## config.mk

```make
export PLATFORM = sky130hd
export DESIGN_NAME = mul_channel_scheduler
export DESIGN_NICKNAME = d
export VERILOG_FILES = /design/src/rtl/mul_channel_scheduler_pkg.sv /design/src/rtl/mul_channel_scheduler_round_sat.sv /design/src/rtl/mul_channel_scheduler.sv
export SDC_FILE = /design/constraint.sdc
export NUM_CORES = 1
export LEC_CHECK = 0
export ABC_CLOCK_PERIOD_IN_PS = 2400
export BUFFER_PORTS_ARGS = -buffer_cell sky130_fd_sc_hd__buf_2
export CAP_MARGIN = 40
export CELL_PAD_IN_SITES_DETAIL_PLACEMENT = 0
export CELL_PAD_IN_SITES_GLOBAL_PLACEMENT = 1
export CORE_MARGIN = 1
export CORE_UTILIZATION = 39
export DETAILED_ROUTE_END_ITERATION = 10
export HOLD_SLACK_MARGIN = 0.08
export PLACE_DENSITY_LB_ADDON = 0.1
export SYNTH_ARGS = -nofsm -noshare
export SYNTH_HDL_FRONTEND = slang
export SYNTH_SLANG_ARGS = --single-unit
```

## constraint.sdc

```tcl
create_clock -name clk_i -period 2.4 [get_ports clk_i]
set_input_delay 0.12 -clock clk_i [delete_from_list [all_inputs] [get_ports clk_i]]
set_output_delay 0.12 -clock clk_i [all_outputs]
set_load 0.01 [all_outputs]
```

## src/rtl/mul_channel_scheduler_pkg.sv

```systemverilog
// Shared types and helpers for the multiplexed multiplier scheduler.
package mul_channel_scheduler_pkg;

    typedef enum logic [2:0] {
        IDLE,
        LOAD,
        WAIT_LO,
        WAIT_HI,
        STORE,
        DONE
    } state_t;

    typedef struct packed {
        logic               sat;
        logic signed [63:0] val;
    } rs_t;

    // Round half-up, arithmetic shift, clamp to a width_o signed range.
    // 64-bit internals keep the rounding add from wrapping for any product up to 63 bits.
    function automatic rs_t round_sat(input logic signed [63:0] y,
                                      input int unsigned        shift,
                                      input int unsigned        width_o);
        logic signed [63:0] r;
        logic signed [63:0] hi;
        logic signed [63:0] lo;
        rs_t                res;
        r  = (y + (64'sd1 <<< (shift - 1))) >>> shift;
        hi = (64'sd1 <<< (width_o - 1)) - 64'sd1;
        lo = -(64'sd1 <<< (width_o - 1));
        res.sat = (r > hi) || (r < lo);
        res.val = (r > hi) ? hi : ((r < lo) ? lo : r);
        return res;
    endfunction

endpackage

```

## src/rtl/mul_channel_scheduler_round_sat.sv

```systemverilog
// Registered round/shift/saturate stage for one multiplier product.
module mul_round_sat
    import mul_channel_scheduler_pkg::*;
#(
    parameter int unsigned WIDTH_Y = 32,
    parameter int unsigned SHIFT   = 14,
    parameter int unsigned WIDTH_O = 16
) (
    input  logic               clk_i,
    input  logic               reset_n_i,
    input  logic               en_i,
    input  logic [WIDTH_Y-1:0] y_i,
    output logic [WIDTH_O-1:0] r_o,
    output logic               sat_o
);

    rs_t  res;
    logic unused_hi;

    always_comb res = round_sat(64'(signed'(y_i)), SHIFT, WIDTH_O);

    assign unused_hi = ^res.val[63:WIDTH_O];

    always_ff @(posedge clk_i or negedge reset_n_i) begin
        if (!reset_n_i) begin
            r_o   <= '0;
            sat_o <= 1'b0;
        end else if (en_i) begin
            r_o   <= res.val[WIDTH_O-1:0];
            sat_o <= res.sat;
        end
    end

endmodule

```

## src/rtl/mul_channel_scheduler.sv

```systemverilog
// Snapshots CHANNELS sample/gain pairs per trigger and runs them through one shared multiplier.
module mul_channel_scheduler
    import mul_channel_scheduler_pkg::*;
#(
    parameter int unsigned CHANNELS = 4,
    parameter int unsigned WIDTH_A  = 16,
    parameter int unsigned WIDTH_B  = 16,
    parameter int unsigned SHIFT    = 14,
    parameter int unsigned WIDTH_O  = 16
) (
    input  logic                          clk_i,
    input  logic                          reset_n_i,
    input  logic                          trigger_i,
    input  logic [CHANNELS*WIDTH_A-1:0]   sample_i,
    input  logic [CHANNELS*WIDTH_B-1:0]   gain_i,
    output logic                          mul_start_o,
    output logic [WIDTH_A-1:0]            mul_A_o,
    output logic [WIDTH_B-1:0]            mul_B_o,
    input  logic [WIDTH_A+WIDTH_B-1:0]    mul_Y_i,
    input  logic                          mul_rdy_i,
    output logic [CHANNELS*WIDTH_O-1:0]   result_o,
    output logic [CHANNELS-1:0]           sat_o,
    output logic                          busy_o,
    output logic                          done_o,
    output logic                          overrun_o
);

    localparam int unsigned CW = (CHANNELS > 1) ? $clog2(CHANNELS) : 1;

    state_t              state_q, state_d;
    logic [CW-1:0]       chan_q;
    logic [WIDTH_A-1:0]  samp_q [CHANNELS];
    logic [WIDTH_B-1:0]  gain_q [CHANNELS];
    logic [WIDTH_O-1:0]  shadow_res_q [CHANNELS];
    logic [CHANNELS-1:0] shadow_sat_q;
    logic [WIDTH_O-1:0]  rs_val;
    logic                rs_sat;
    logic                last_chan;
    logic                capture_y;

    assign last_chan   = (chan_q == CW'(CHANNELS - 1));
    assign capture_y   = (state_q == WAIT_HI) && mul_rdy_i;
    assign mul_start_o = (state_q == LOAD);
    assign busy_o      = (state_q != IDLE) && (state_q != DONE);
    assign done_o      = (state_q == DONE);
    assign mul_A_o     = samp_q[chan_q];
    assign mul_B_o     = gain_q[chan_q];

    always_comb begin
        state_d = state_q;
        unique case (state_q)
            IDLE:    if (trigger_i) state_d = LOAD;
            LOAD:    state_d = WAIT_LO;
            WAIT_LO: if (!mul_rdy_i) state_d = WAIT_HI;
            WAIT_HI: if (mul_rdy_i) state_d = STORE;
            STORE:   state_d = last_chan ? DONE : LOAD;
            DONE:    state_d = IDLE;
            default: state_d = IDLE;
        endcase
    end

    mul_round_sat #(
        .WIDTH_Y (WIDTH_A + WIDTH_B),
        .SHIFT   (SHIFT),
        .WIDTH_O (WIDTH_O)
    ) u_round_sat (
        .clk_i     (clk_i),
        .reset_n_i (reset_n_i),
        .en_i      (capture_y),
        .y_i       (mul_Y_i),
        .r_o       (rs_val),
        .sat_o     (rs_sat)
    );

    always_ff @(posedge clk_i or negedge reset_n_i) begin
        if (!reset_n_i) begin
            state_q      <= IDLE;
            chan_q       <= '0;
            shadow_sat_q <= '0;
            result_o     <= '0;
            sat_o        <= '0;
            overrun_o    <= 1'b0;
            for (int unsigned k = 0; k < CHANNELS; k++) begin
                samp_q[k]       <= '0;
                gain_q[k]       <= '0;
                shadow_res_q[k] <= '0;
            end
        end else begin
            state_q   <= state_d;
            overrun_o <= trigger_i && (state_q != IDLE);
            if (state_q == IDLE && trigger_i) begin
                chan_q <= '0;
                for (int unsigned k = 0; k < CHANNELS; k++) begin
                    samp_q[k] <= sample_i[k*WIDTH_A +: WIDTH_A];
                    gain_q[k] <= gain_i[k*WIDTH_B +: WIDTH_B];
                end
            end
            if (state_q == STORE) begin
                shadow_res_q[chan_q] <= rs_val;
                shadow_sat_q[chan_q] <= rs_sat;
                // Publish on entry to DONE, bypassing the last channel, so outputs are valid with done_o.
                if (last_chan) begin
                    for (int unsigned k = 0; k < CHANNELS; k++) begin
                        result_o[k*WIDTH_O +: WIDTH_O] <= (CW'(k) == chan_q) ? rs_val : shadow_res_q[k];
                        sat_o[k] <= (CW'(k) == chan_q) ? rs_sat : shadow_sat_q[k];
                    end
                end else begin
                    chan_q <= chan_q + CW'(1);
                end
            end
        end
    end

endmodule

```

== Yosys cells after proc, flatten, opt, wreduce, memory -nomap -nowiden ==
Cells that the tools add are included.

* Register bits after elaboration: 287
* Bits of input ports: 164
* Output and inout bits: 104
* Word-level logic and storage cells: 84

* Add/subtract/negate cells: 2
* Magnitude comparators: 6
* Equal/unequal tests: 13
* Muxes and demuxes: 30
* Bitwise operators: 1
* Reduce and logical (&&, ||, !) cells: 12

{| class="wikitable"
|+ Operators by type and width
! kind !! count
|-
| 2-to-1 mux 16 bit || 11
|-
| binary-select mux 16 bit (select 2 bit) || 2
|-
| bitwise mux 64 bit || 1
|-
| adder 32 x 15 -> 33 bit (second input constant) || 1
|-
| demux 16 bit (select 2 bit) || 1
|-
| greater-than comparator 19 x 16 -> 1 bit (second input constant) || 1
|-
| less-than comparator 19 x 16 -> 1 bit (second input constant) || 1
|-
| one-hot mux 3 bit (5 select lines) || 1
|-
| 2-to-1 mux 3 bit || 4
|-
| equality test 3 x 2 -> 1 bit (second input constant) || 2
|-
| equality test 3 bit (second input constant) || 2
|-
| logical AND 1 bit || 6
|-
| 2-to-1 mux 2 bit || 3
|-
| inequality test 2 bit (second input constant) || 3
|-
| 2-to-1 mux 1 bit || 5
|-
| bitwise mux 4 bit || 1
|-
| equality test 2 bit (first input constant) || 2
|-
| equality test 3 x 1 -> 1 bit (second input constant) || 1
|-
| greater-or-equal comparator 3 bit (second input constant) || 1
|-
| zero test 3 bit || 1
|-
| less-than comparator 2 x 3 -> 1 bit (second input constant) || 1
|-
| less-than comparator 3 x 1 -> 1 bit (second input constant) || 1
|-
| inequality test 3 bit (second input constant) || 1
|-
| inverter 2 -> 3 bit || 1
|-
| 10 further kinds || 10
|}

== Depth between registers and ports, before layout ==
Gate-level depths: netlist of the first run.

* Depth in word-level cells: 6
* Depth in mapped cells: 9
* Gate-level depth less buffers: 7

== Hierarchy ==
Synthesis of the first run repeated with hierarchy kept, for this count alone.

* Cell total of the unflattened synthesis: 884
* Area, all modules: 12007.8 µm²

{| class="wikitable"
|+ Modules (own cells, without submodules)
! module !! times used !! cells each !! area each (µm²) !! seq. area each (µm²)
|-
| mul_channel_scheduler || 1 || 752 || 10795.4 || 6331.1
|-
| mul_round_sat || 1 || 132 || 1212.4 || 425.4
|}

== Least setup slack after synthesis of the first run ==
OpenSTA, ideal clock, no wires.

* Path kind: register to register
* From: register chan_q[0]
* To: register shadow_res_q[53] (netlist name)
* Library setup time: 0.125 ns
* Data arrival time: 2.490 ns
* Required time: 2.275 ns
* Slack: -0.215 ns
* Stages on the path, launching flop included: 10
* Buffers on the path: 5
* Path through: dfrtp_1 -> clkbuf_1 -> buf_2 -> inv_1 -> ha_1 -> clkbuf_1 -> and3_1 -> clkbuf_1 -> buf_2 -> mux2_2

* Longest elaborated chain between the ends: 6
* Elaborated cells on any way between the ends: 7
* Classes of those cells: 2 x order compare; 3 x mux; 1 x bitwise; 1 x reduce/logical

{| class="wikitable"
|+ Ends and longest elaborated chain
! element !! line !! text
|-
| start: declaration || mul_channel_scheduler.sv:31 || <nowiki>logic [CW-1:0] chan_q;</nowiki>
|-
| start signal: assignment || mul_channel_scheduler.sv:108 || <nowiki>chan_q <= chan_q + CW'(1);</nowiki>
|-
| inverter 2 -> 3 bit (implied by the code) * || mul_channel_scheduler.sv:99 || <nowiki>shadow_res_q[chan_q] <= rs_val;</nowiki>
|-
| greater-or-equal comparator 3 bit (implied by the code) or less-than comparator 3 x 1 -> 1 bit (tied branches) || mul_channel_scheduler.sv:99 ||
|-
| logical AND 1 bit (implied by the code) || mul_channel_scheduler.sv:99 ||
|-
| 2-to-1 mux 16 bit (implied by the code) || mul_channel_scheduler.sv:99 ||
|-
| demux 16 bit (select 2 bit) * || mul_channel_scheduler.sv:99 ||
|-
| bitwise mux 64 bit * || mul_channel_scheduler.sv:99 ||
|-
| end signal: indexed assignment || mul_channel_scheduler.sv:99 ||
|-
| end: declaration || mul_channel_scheduler.sv:34 || <nowiki>logic [WIDTH_O-1:0] shadow_res_q [CHANNELS];</nowiki>
|}

Every way passes the cells marked *; elsewhere a longest branch is shown, timed or not.
A chain may end at the register's enable or synchronous reset.

== Worst setup path in the final report of the first run ==
* From: register chan_q[0]
* To: output mul_B_o[3]

* Longest elaborated chain between the ends: 4

{| class="wikitable"
|+ Ends and longest elaborated chain
! element !! line !! text
|-
| inverter 2 -> 3 bit (implied by the code) || mul_channel_scheduler.sv:47 || <nowiki>assign mul_B_o = gain_q[chan_q];</nowiki>
|-
| binary-select mux 16 bit (select 2 bit) || mul_channel_scheduler.sv:47 ||
|-
| 2-to-1 mux 16 bit (implied by the code) (2 in a row) || mul_channel_scheduler.sv:47 ||
|-
| end: declaration || mul_channel_scheduler.sv:18 || <nowiki>output logic [WIDTH_B-1:0] mul_B_o,</nowiki>
|}

No other way between the ends. The select of a mux whose other input is x is not followed.

==> metrics.csv, run 1 <==
stage,metric,value,unit
clock_network,htreeDepth,1,
clock_network,cts-root-buf,clkbuf_16,
synthesis,synth_edf_count,0,
timing,finalSetupTns,0,ns
power,powerDensity,1073,mW/mm²
floorplanning,dieArea,0.03115,mm²
detailed_routing,dr.pass1.iters,4,
worst_setup_path,cp_cell_sequence,buf_12 > mux4_2 > buf_2,
worst_setup_path,critPathKind,reg2out,
worst_setup_path,cp-end-kind,primary output,
worst_setup_path,rrSetupSlack,0.47,ns
final_layout,drive_gt1_share,43.69,%
synthesis,synth_cell_types,43,
synthesis,synth_ff_type,dfrtp_1,
detailed_routing,vias,8210,
min_path,whs_endpoint,u_round_sat.sat_o$_DFFE_PN0P_,
timing,grt_setup_unrepaired,false,
detailed_routing,ant_nets,0,
clock_network,clkLatencyLatePin,0.55,ns
worst_setup_path,rr_worst_depth,4,
floorplanning,fp.coreArea,0.02980,mm²
final_layout,layout.nets,1453,
clock_network,cts_buffers,30,
worst_setup_path,crit_arrival,2.00,ns
synthesis,syn_area_per_cell,13.57,µm²
timing,slew_violations,0,
global_route,grt_pass1_vias,8768,
min_path,hp-start,mul_Y_i[29],
timing,finalSetupViolCount,0,
clock_network,cts_tree,yes,
power,peakVddDrop,0.6281,mV
power,p_total,17400,µW
synthesis,synthArstFlopShare,100.0,%
clock_network,path_clk_slew,0.06,ns
floorplanning,die_w,176.5,µm
worst_setup_path,reg2reg_from,state_q[2]$_DFFE_PN0P_,
final_layout,finish.utilization,54.43,%
floorplanning,start_util,39.85,%
timing,clock.fmax,471.6,MHz
place,dp_hpwl,19100,µm
floorplanning,die_h,176.5,µm
timing,tightest_slew,0.8450,ns
min_path,hp-class,in2reg,
synthesis,ys_ff_latch,270,
timing,hold_violations,0,
detailed_routing,drc_errors,0,
worst_setup_path,slowest_delay,0.55,ns
detailed_routing,drtIter0Drc,285,
detailed_routing,routed_wirelength,29040,µm
synthesis,synth_warnings,0,
global_route,antenna_found_initial,4,
clock_network,clock_sink_count,270,
worst_setup_path,critPathSlowestCell,mux4_2,
synthesis,synth_area,0.01188,mm²
outcome,status,completed,
place,placed_cell_area,0.01368,mm²
worst_setup_path,reg2reg_to,gain_q[42]$_DFFE_PN0P_,
global_route,gr-total-overflow,0,
synthesis,synth_cells,875,
global_route,grt_pass1_wl,47320,µm
timing,relSlewSlack,43.66,%
min_path,hold_depth,4,
job,maxCapViolations,0,
place,place_congestion,0.7344,
timing,hold_slack,0.1115,ns
detailed_routing,vias_per_cell,4.827,
detailed_routing,wl_per_cell,17.07,µm
global_route,grt_start_max_net_pins,94,
clock_network,clockBufferDepth,3,
final_layout,area_delta_synth_final,36.58,%
timing,finalCritPeriodShare,88.34,%
worst_setup_path,crit_required,2.28,ns
worst_setup_path,crit_fanout,33,
global_route,grt_use_total,19.19,%
power,p_leak,0.007596,µW
timing,fin_crit,2.120,ns
floorplanning,num_rows,63,
timing,skew,0.01021,ns
synthesis,yosysSeqAreaShare,56.90,%
worst_setup_path,startpoint_type,register,
place,port-buffer-count,254,
floorplanning,ios,268,
final_layout,final_area,0.01622,mm²
synthesis,synthesis.nets,1044,
==> sequential cells by signal, indices dropped and copies added, names as in the netlist <==
register / flops
u_round_sat.sat_o: 1
overrun_o: 1
shadow_sat_q: 3
shadow_res_q: 48
chan_q: 2
samp_q: 64
gain_q: 64
u_round_sat.r_o: 16
sat_o: 4
state_q: 3
result_o: 64
==> metrics by stage <==
| stage | worst slack [ns] | instances |
|---|---|---|
| after floorplan | 0.01170 | 875 |
| after global placement | 0.2854 | 1486 |
| after detailed placement | 0.2518 | 1486 |
| after CTS | 0.2314 | 1697 |
| after global routing | 0.02179 | 1699 |
| final | 0.2798 | 1701 |
==> area by class of cell <==
cell class              count  area [µm²]
fillers                  2620       13580
clock buffers              38       852.1
repair buffers            435        3118
flip-flops and latches    270        6759
well taps                 390       488.0
multi-input cells         543        4862
clock inverters            17       115.1
diodes                      4       10.01
inverters                   4       15.01
==> synth_stat cells (2+ instances only) <==
master / instances / area, µm²
and3_1: 4 / 25.02
buf_1: 4 / 15.01
buf_2: 19 / 95.09
buf_6: 2 / 22.52
clkbuf_1: 33 / 123.9
dfrtp_1: 270 / 6756
ha_1: 5 / 62.56
inv_1: 4 / 15.01
mux2_2: 180 / 2027
mux2i_1: 51 / 510.5
mux4_2: 32 / 720.7
nand2_1: 128 / 480.5
nand2b_1: 2 / 12.51
nand3_1: 9 / 45.04
nand4_1: 5 / 31.28
nand4_4: 2 / 42.54
nor2_1: 10 / 37.54
nor3_1: 2 / 10.01
nor3b_1: 2 / 15.01
nor4_4: 2 / 42.54
o211ai_1: 4 / 30.03
o211ai_2: 10 / 125.1
o21ai_0: 56 / 280.3
or2_2: 2 / 12.51
or3_1: 3 / 18.77
xnor2_1: 11 / 96.34
xor2_1: 7 / 61.31
==> routing by layer <==
| metal | routed length, µm | GRT usage [%] | up-vias |
|---|---|---|---|
| li1 | - | - | 3929 |
| met1 | 12640 | 24.85 | 4053 |
| met2 | 14080 | 32.08 | 185 |
| met3 | 1716 | 4.823 | 43 |
| met4 | 602 | 4.741 | 0 |
| met5 | 0 | 0 | - |
==> how the worst max path moves through the flow <==
stage / startpoint / endpoint / cells past startpoint
finish: chan_q[0]$_DFF_PN0_ / mul_B_o[3] / 3
global route: mul_Y_i[14] / u_round_sat.r_o[10]$_DFFE_PN0P_ / 9
CTS: chan_q[0]$_DFF_PN0_ / mul_B_o[8] / 3
detailed placement: mul_Y_i[13] / u_round_sat.r_o[12]$_DFFE_PN0P_ / 7
global placement: mul_Y_i[13] / u_round_sat.r_o[9]$_DFFE_PN0P_ / 7
floorplan: chan_q[0]$_DFF_PN0_ / shadow_res_q[53]$_DFFE_PN0P_ / 9
==> power by group <==
part	leakage, µW	internal (µW)	switching, µW
Clock	0.000490	2600	1850
Sequential	0.00344	6130	1100
Combinational	0.00367	3340	2380
==> worst max-delay path: cells and delay by family (launching register included) <==
kind / cells / cell delay, ns
flops: 1 / 0.41
mux: 1 / 0.55
buf+inv: 2 / 0.44
==> timing repair <==
item | 4_1_cts | 5_1_grt
setup endpoints to repair | 0 | 0
resized for setup | 0 | 0
buffers inserted | 0 | 0
hold buffers | 156 | 0
hold endpoints to repair | 418 | 0
==> cell usage in the layout (no fill, tap or decap), types with 5 or more instances in the layout <==
| cell type | count |
|---|---|
| mux4_2 | 32 |
| clkbuf_8 | 5 |
| nand4_1 | 5 |
| nor2_1 | 10 |
| dfrtp_1 | 268 |
| mux2_2 | 180 |
| buf_2 | 253 |
| ha_1 | 5 |
| xnor2_1 | 11 |
| buf_12 | 7 |
| clkbuf_16 | 31 |
| o21ai_0 | 56 |
| o211ai_2 | 10 |
| clkinv_2 | 14 |
| nand3_1 | 8 |
| dlygate4sd3_1 | 156 |
| nand2_1 | 128 |
| xor2_1 | 7 |
| mux2i_1 | 51 |
| buf_4 | 18 |
==> logic make-up (layout without fill, tap and decap cells) <==
family	after synthesis	after routing	share of synthesized area [%]
DFF	270	270	56.90
and+or+nand+nor	179	179	7.091
buffers and inverters	62	494	2.286
muxes	263	263	27.44
AOI/OAI and AO/OA	78	78	4.436
adders and majority gates	5	5	0.5268
other	0	4	0
xor gates and xnor gates	18	18	1.328
Power figures use the tool's default switching activity.
==> run 2: changes to the inputs <==
- CELL_PAD_IN_SITES_DETAIL_PLACEMENT: 0 -> 1
==> run 2 against run 1 <==
  * Via count rose by 2.8%
  * Highest routed layer unchanged
  * Clock skew fell by 0.0012 ns
  * Sequential cell count did not move
  * Sequential power rose by 1%
==> metrics.csv, run 2 (synthesis gave the netlist of run 1 again) <==
stage,metric,value,unit,change
worst_setup_path,crit_required,2.79,ns,+0.51 ns
global_route,grt_pass1_wl,53140,µm,+12%
final_layout,final_cell_mix,"268 x dfrtp_1, 253 x buf_2, 180 x mux2_2",,
global_route,grt_use_total,21.67,%,+2.5 points
floorplanning,num_rows,63,,unchanged
final_layout,finish.utilization,54.85,%,+0.42 points
global_route,antenna_found_initial,9,,+5
timing,finalCritPeriodShare,90.47,%,+2.1 points
worst_setup_path,cp-end-kind,register,,
global_route,grt_start_max_net_pins,94,,unchanged
worst_setup_path,critPathKind,in2reg,,
floorplanning,die_w,176.5,µm,unchanged
power,powerDensity,1113,mW/mm²,+3.7%
detailed_routing,drtIter0Drc,291,,+2.1%
global_route,gr-total-overflow,0,,unchanged
job,maxCapViolations,0,,unchanged
floorplanning,ios,268,,unchanged
power,peakVddDrop,0.7127,mV,+13%
worst_setup_path,reg2reg_to,u_round_sat.r_o[9]$_DFFE_PN0P_,,
floorplanning,fp.coreArea,0.02980,mm²,unchanged
clock_network,cts_tree,yes,,
worst_setup_path,crit_fanout,15,,-55%
final_layout,multi_input_area,0.004862,mm²,unchanged
place,place_congestion,0.7344,,unchanged
final_layout,drive_gt1_share,43.73,%,about the same
clock_network,path_clk_slew,0.06,ns,about the same
worst_setup_path,slowest_delay,0.60,ns,+0.05 ns
timing,hold_violations,0,,unchanged
timing,slew_violations,0,,unchanged
detailed_routing,wl_per_cell,19.22,µm,+13%
min_path,whs_endpoint,u_round_sat.sat_o$_DFFE_PN0P_,,
floorplanning,die_h,176.5,µm,unchanged
clock_network,cts_buffers,31,,+3.3%
timing,tightest_slew,0.8426,ns,-0.002424 ns
detailed_routing,dr.pass1.iters,4,,unchanged
min_path,hp-start,mul_Y_i[29],,
min_path,hp-class,in2reg,,
timing,skew,0.008976,ns,-0.001238 ns
clock_network,htreeDepth,1,,unchanged
timing,finalSetupViolCount,0,,unchanged
final_layout,final_common_cell,dfrtp_1,,
worst_setup_path,rrSetupSlack,0.48,ns,about the same
power,p_leak,0.007635,µW,+0.51%
worst_setup_path,critPathSlowestCell,o2111ai_4,,
clock_network,cts-root-buf,clkbuf_16,,
detailed_routing,ant_nets,0,,unchanged
timing,finalSetupTns,0,ns,unchanged
final_layout,seq_area,0.006759,mm²,unchanged
worst_setup_path,reg2reg_from,state_q[2]$_DFFE_PN0P_,,
place,dp_hpwl,20490,µm,+7.3%
timing,relSlewSlack,43.83,%,+0.16 points
worst_setup_path,cp_cell_sequence,dlygate4sd3_1 > buf_2 > ha_1 > nand3_1 > nor4_4 > nand2_2 > o2111ai_4 > o211ai_1,,
min_path,hold_depth,4,,unchanged
clock_network,cts_setup_buffers,0,,unchanged
clock_network,clock_sink_count,270,,unchanged
final_layout,layout.nets,1453,,unchanged
detailed_routing,vias_per_cell,4.944,,+2.4%
final_layout,area_delta_synth_final,37.64,%,
place,port-buffer-count,254,,unchanged
worst_setup_path,crit_arrival,2.57,ns,+0.57 ns
timing,grt_setup_unrepaired,false,,
global_route,grt_pass1_vias,9546,,+8.9%
final_layout,fillers,3050,,+16%
clock_network,clockBufferDepth,3,,unchanged
timing,fin_crit,2.171,ns,+0.05112 ns
worst_setup_path,rr_worst_depth,5,,+1
timing,clock.fmax,460.5,MHz,-2.4%
worst_setup_path,startpoint_type,input pin,,
floorplanning,dieArea,0.03115,mm²,unchanged
detailed_routing,drc_errors,0,,unchanged
final_layout,reg_top3,"gain_q (64), result_o (64), samp_q (64)",,
detailed_routing,routed_wirelength,32810,µm,+13%
clock_network,clkLatencyLatePin,0.56,ns,about the same
floorplanning,start_util,39.85,%,unchanged
detailed_routing,vias,8440,,+2.8%
outcome,status,completed,,
-- run 2: area by class of cell --
cell class              instances  area share (%)
flip-flops and latches        270           41.35
multi-input cells             543           29.75
repair buffers                434           19.02
clock buffers                  39           5.236
well taps                     390           2.986
clock inverters                18           1.432
diodes                          9          0.1378
inverters                       4         0.09186
-- run 2: critical path, delay by kind of cell --
family,cells,cell delay (ns)
AND/OR/NAND/NOR,3,0.75
AO/OA/AOI/OAI,2,0.79
buffers and inverters,2,0.67
adder cells (fa/ha/maj),1,0.23
-- run 2: per-layer routing --
layer  wire length [µm]  GRT usage (%)
met5                  0              0
met4                687          5.316
met3               1784          5.039
met2              16660          37.70
met1              13680          27.08
-- run 2: timing repair --
item / CTS / global route
gates resized for setup: 0 / 0
hold buffers: 155 / 0
hold endpoints to repair: 418 / 0
-- run 2: power breakdown --
part | switching (µW) | total [µW] | internal [µW]
Combinational | 2520 | 5870 | 3350
Sequential | 1180 | 7310 | 6130
Clock | 1950 | 5000 | 3060
-- run 2: how the worst max path moves through the flow --
| stage | end | cells past startpoint | slack, ns | from |
|---|---|---|---|---|
| floorplan | shadow_res_q[53]$_DFFE_PN0P_ | 9 | 0.01 | chan_q[0]$_DFF_PN0_ |
| global placement | u_round_sat.r_o[9]$_DFFE_PN0P_ | 7 | 0.29 | mul_Y_i[13] |
| detailed placement | u_round_sat.r_o[10]$_DFFE_PN0P_ | 7 | 0.24 | mul_Y_i[13] |
| CTS | mul_B_o[11] | 3 | 0.21 | chan_q[1]$_DFF_PN0_ |
| global route | u_round_sat.r_o[12]$_DFFE_PN0P_ | 9 | 0.02 | mul_Y_i[14] |
| finish | u_round_sat.r_o[9]$_DFFE_PN0P_ | 8 | 0.23 | mul_Y_i[14] |
-- run 2: stage by stage --
stage	total power, µW	area, µm²	worst slack, ns	hold WS, ns	instances
finish	18190	16340	0.2287	0.09912	1707
global route	19220	16340	0.02345	0.1394	1705
CTS	18320	16320	0.2090	0.08245	1698
detailed placement	13000	13680	0.2357	0.1138	1486
global placement	12750	13680	0.2854	0.1250	1486
floorplan	10950	11880	0.01170	-0.1756	875
==> run 3: changes to the inputs <==
- PLACE_DENSITY: not set -> 0.81
- PLACE_DENSITY_LB_ADDON: 0.1 -> not set
==> run 3 against run 2 <==
  * Global-route usage up 2.8 points
  * Hold slack better by 0.033 ns
  * Routed wire length up 15%
  * Sequential cell count unchanged
  * Combinational power up 5.1%
  * Clock power down 7.6%
  * Critical path type is now reg2out
==> metrics.csv, run 3 (synthesis gave the netlist of run 1 again) <==
stage,metric,value,unit,change
outcome,status,completed,,
global_route,grt_pass1_vias,9829,,+3.0%
timing,grt_setup_unrepaired,false,,
power,p_leak,0.007568,µW,-0.88%
worst_setup_path,reg2reg_from,state_q[0]$_DFFE_PN0P_,,
detailed_routing,ant_nets,0,,unchanged
job,maxCapViolations,0,,unchanged
global_route,grt_use_met3,5.469,%,+0.43 points
final_layout,layout.nets,1451,,-0.14%
detailed_routing,vias,8726,,+3.4%
floorplanning,fp.coreArea,0.02980,mm²,unchanged
global_route,grt_start_max_net_pins,110,,+17%
timing,hold_slack,0.1326,ns,+0.03347 ns
final_layout,fillers,3045,,-0.16%
timing,fin_crit,2.182,ns,+0.01103 ns
timing,hold_violations,0,,unchanged
place,dp_cells,1486,,unchanged
worst_setup_path,crit_required,2.28,ns,-0.51 ns
floorplanning,ios,268,,unchanged
worst_setup_path,crit_arrival,2.06,ns,-0.51 ns
detailed_routing,drtIter0Drc,351,,+21%
detailed_routing,wl_per_cell,22.19,µm,+15%
worst_setup_path,crit_fanout,32,,+17
timing,tightest_slew,0.5411,ns,-0.3016 ns
timing,relSlewSlack,63.93,%,+20 points
place,port-buffer-count,254,,unchanged
final_layout,final_common_cell,dfrtp_1,,
detailed_routing,drc_errors,0,,unchanged
clock_network,htreeDepth,1,,unchanged
global_route,grt_use_total,24.48,%,+2.8 points
global_route,grt_pass1_wl,58350,µm,+9.8%
final_layout,area_delta_synth_final,36.40,%,
global_route,antenna_found_initial,7,,-2
floorplanning,start_util,39.85,%,unchanged
timing,final.setup.worst_slack,0.2176,ns,-0.01103 ns
detailed_routing,routed_wirelength,37570,µm,+15%
final_layout,fin_cells,1693,,-0.82%
min_path,hp-class,in2async,,
worst_setup_path,critPathKind,reg2out,,
clock_network,cts-root-buf,clkbuf_16,,
floorplanning,die_h,176.5,µm,unchanged
final_layout,drive_gt1_share,43.10,%,-0.63 points
global_route,gr-total-overflow,0,,unchanged
timing,finalSetupTns,0,ns,unchanged
floorplanning,num_rows,63,,unchanged
timing,skew,0.007434,ns,-0.001542 ns
timing,finalSetupViolCount,0,,unchanged
clock_network,cts_buffers,29,,-6.5%
worst_setup_path,cp-end-kind,primary output,,
worst_setup_path,critPathLaunch,chan_q[0]$_DFF_PN0_,,
clock_network,clock_sink_count,270,,unchanged
place,dp_hpwl,21570,µm,+5.2%
power,peakVddDrop,0.6636,mV,-6.9%
clock_network,path_clk_slew,0.06,ns,about the same
power,powerDensity,1131,mW/mm²,+1.6%
timing,slew_violations,0,,unchanged
final_layout,reg_top3,"gain_q (64), result_o (64), samp_q (64)",,
place,place_congestion,0.7837,,+6.7%
global_route,use_met2,44.00,%,+6.3 points
worst_setup_path,startpoint_type,register,,
global_route,top_usage_layer,met2,,
global_route,met1_usage,28.64,%,+1.6 points
place,pre_cts_slack,0.3447,ns,+0.1090 ns
clock_network,cts_tree,yes,,
clock_network,clockBufferDepth,3,,unchanged
detailed_routing,dr.pass1.iters,4,,unchanged
detailed_routing,vias_per_cell,5.154,,+4.2%
timing,finalCritPeriodShare,90.93,%,+0.46 points
clock_network,cts-resized-gates,0,,unchanged
timing,clock.fmax,458.2,MHz,-0.51%
floorplanning,die_w,176.5,µm,unchanged
final_layout,final_cell_mix,"268 x dfrtp_1, 253 x buf_2, 180 x mux2_2",,
power,p_total,18310,µW,+0.69%
floorplanning,dieArea,0.03115,mm²,unchanged
clock_network,clkLatencyLatePin,0.55,ns,about the same
[run 3: area by class of cell]
| class | count | area, µm² | area share (%) |
|---|---|---|---|
| well taps | 390 | 488.0 | 3.013 |
| clock buffers | 39 | 813.3 | 5.021 |
| diodes | 6 | 15.01 | 0.09269 |
| multi-input cells | 543 | 4862 | 30.02 |
| clock inverters | 7 | 137.6 | 0.8497 |
| inverters | 4 | 15.01 | 0.09269 |
| repair buffers | 434 | 3108 | 19.19 |
| flip-flops and latches | 270 | 6759 | 41.73 |
[run 3: stage by stage]
| stage | area (µm²) | utilization (%) |
|---|---|---|
| after detailed placement | 13680 | 45.91 |
| after floorplan | 11880 | - |
| after global placement | 13680 | 45.91 |
| final | 16200 | 54.36 |
| after global routing | 16190 | 54.34 |
| after CTS | 16180 | 54.31 |
[run 3: routing by layer]
| metal | up-vias | share of wire (%) |
|---|---|---|
| li1 | 3918 | - |
| met1 | 4443 | 39 |
| met2 | 283 | 52 |
| met3 | 80 | 5.7 |
| met4 | 2 | 3.2 |
| met5 | - | 0.035 |
[run 3: power by group]
group          internal, µW  total, µW  switching, µW
logic                  3360       6170           2810
registers              6130       7520           1390
clock network          2770       4620           1860
total                 12300      18300           6050
[run 3: worst paths after layout]
path	end	slack [ns]	cells after the start
setup reg to reg	gain_q[32]$_DFFE_PN0P_	0.44	4
setup / recovery	mul_A_o[9]	0.22	3
hold reg to reg	result_o[58]$_DFFE_PN0P_	0.47	2
max in group asynchronous	result_o[28]$_DFFE_PN0P_	1.53	3
min in group clk_i	u_round_sat.sat_o$_DFFE_PN0P_	0.16	4
hold / removal	result_o[16]$_DFFE_PN0P_	0.13	2
[run 3: critical path: stages, from the launching register on]
cell and delay [ns]:
dfrtp_2 0.44, buf_12 0.29, mux4_2 0.59, buf_2 0.18
[run 3: what timing repair did]
item,in CTS,in global routing
hold endpoints to repair,418,0
setup buffers,0,0
hold buffers,155,0
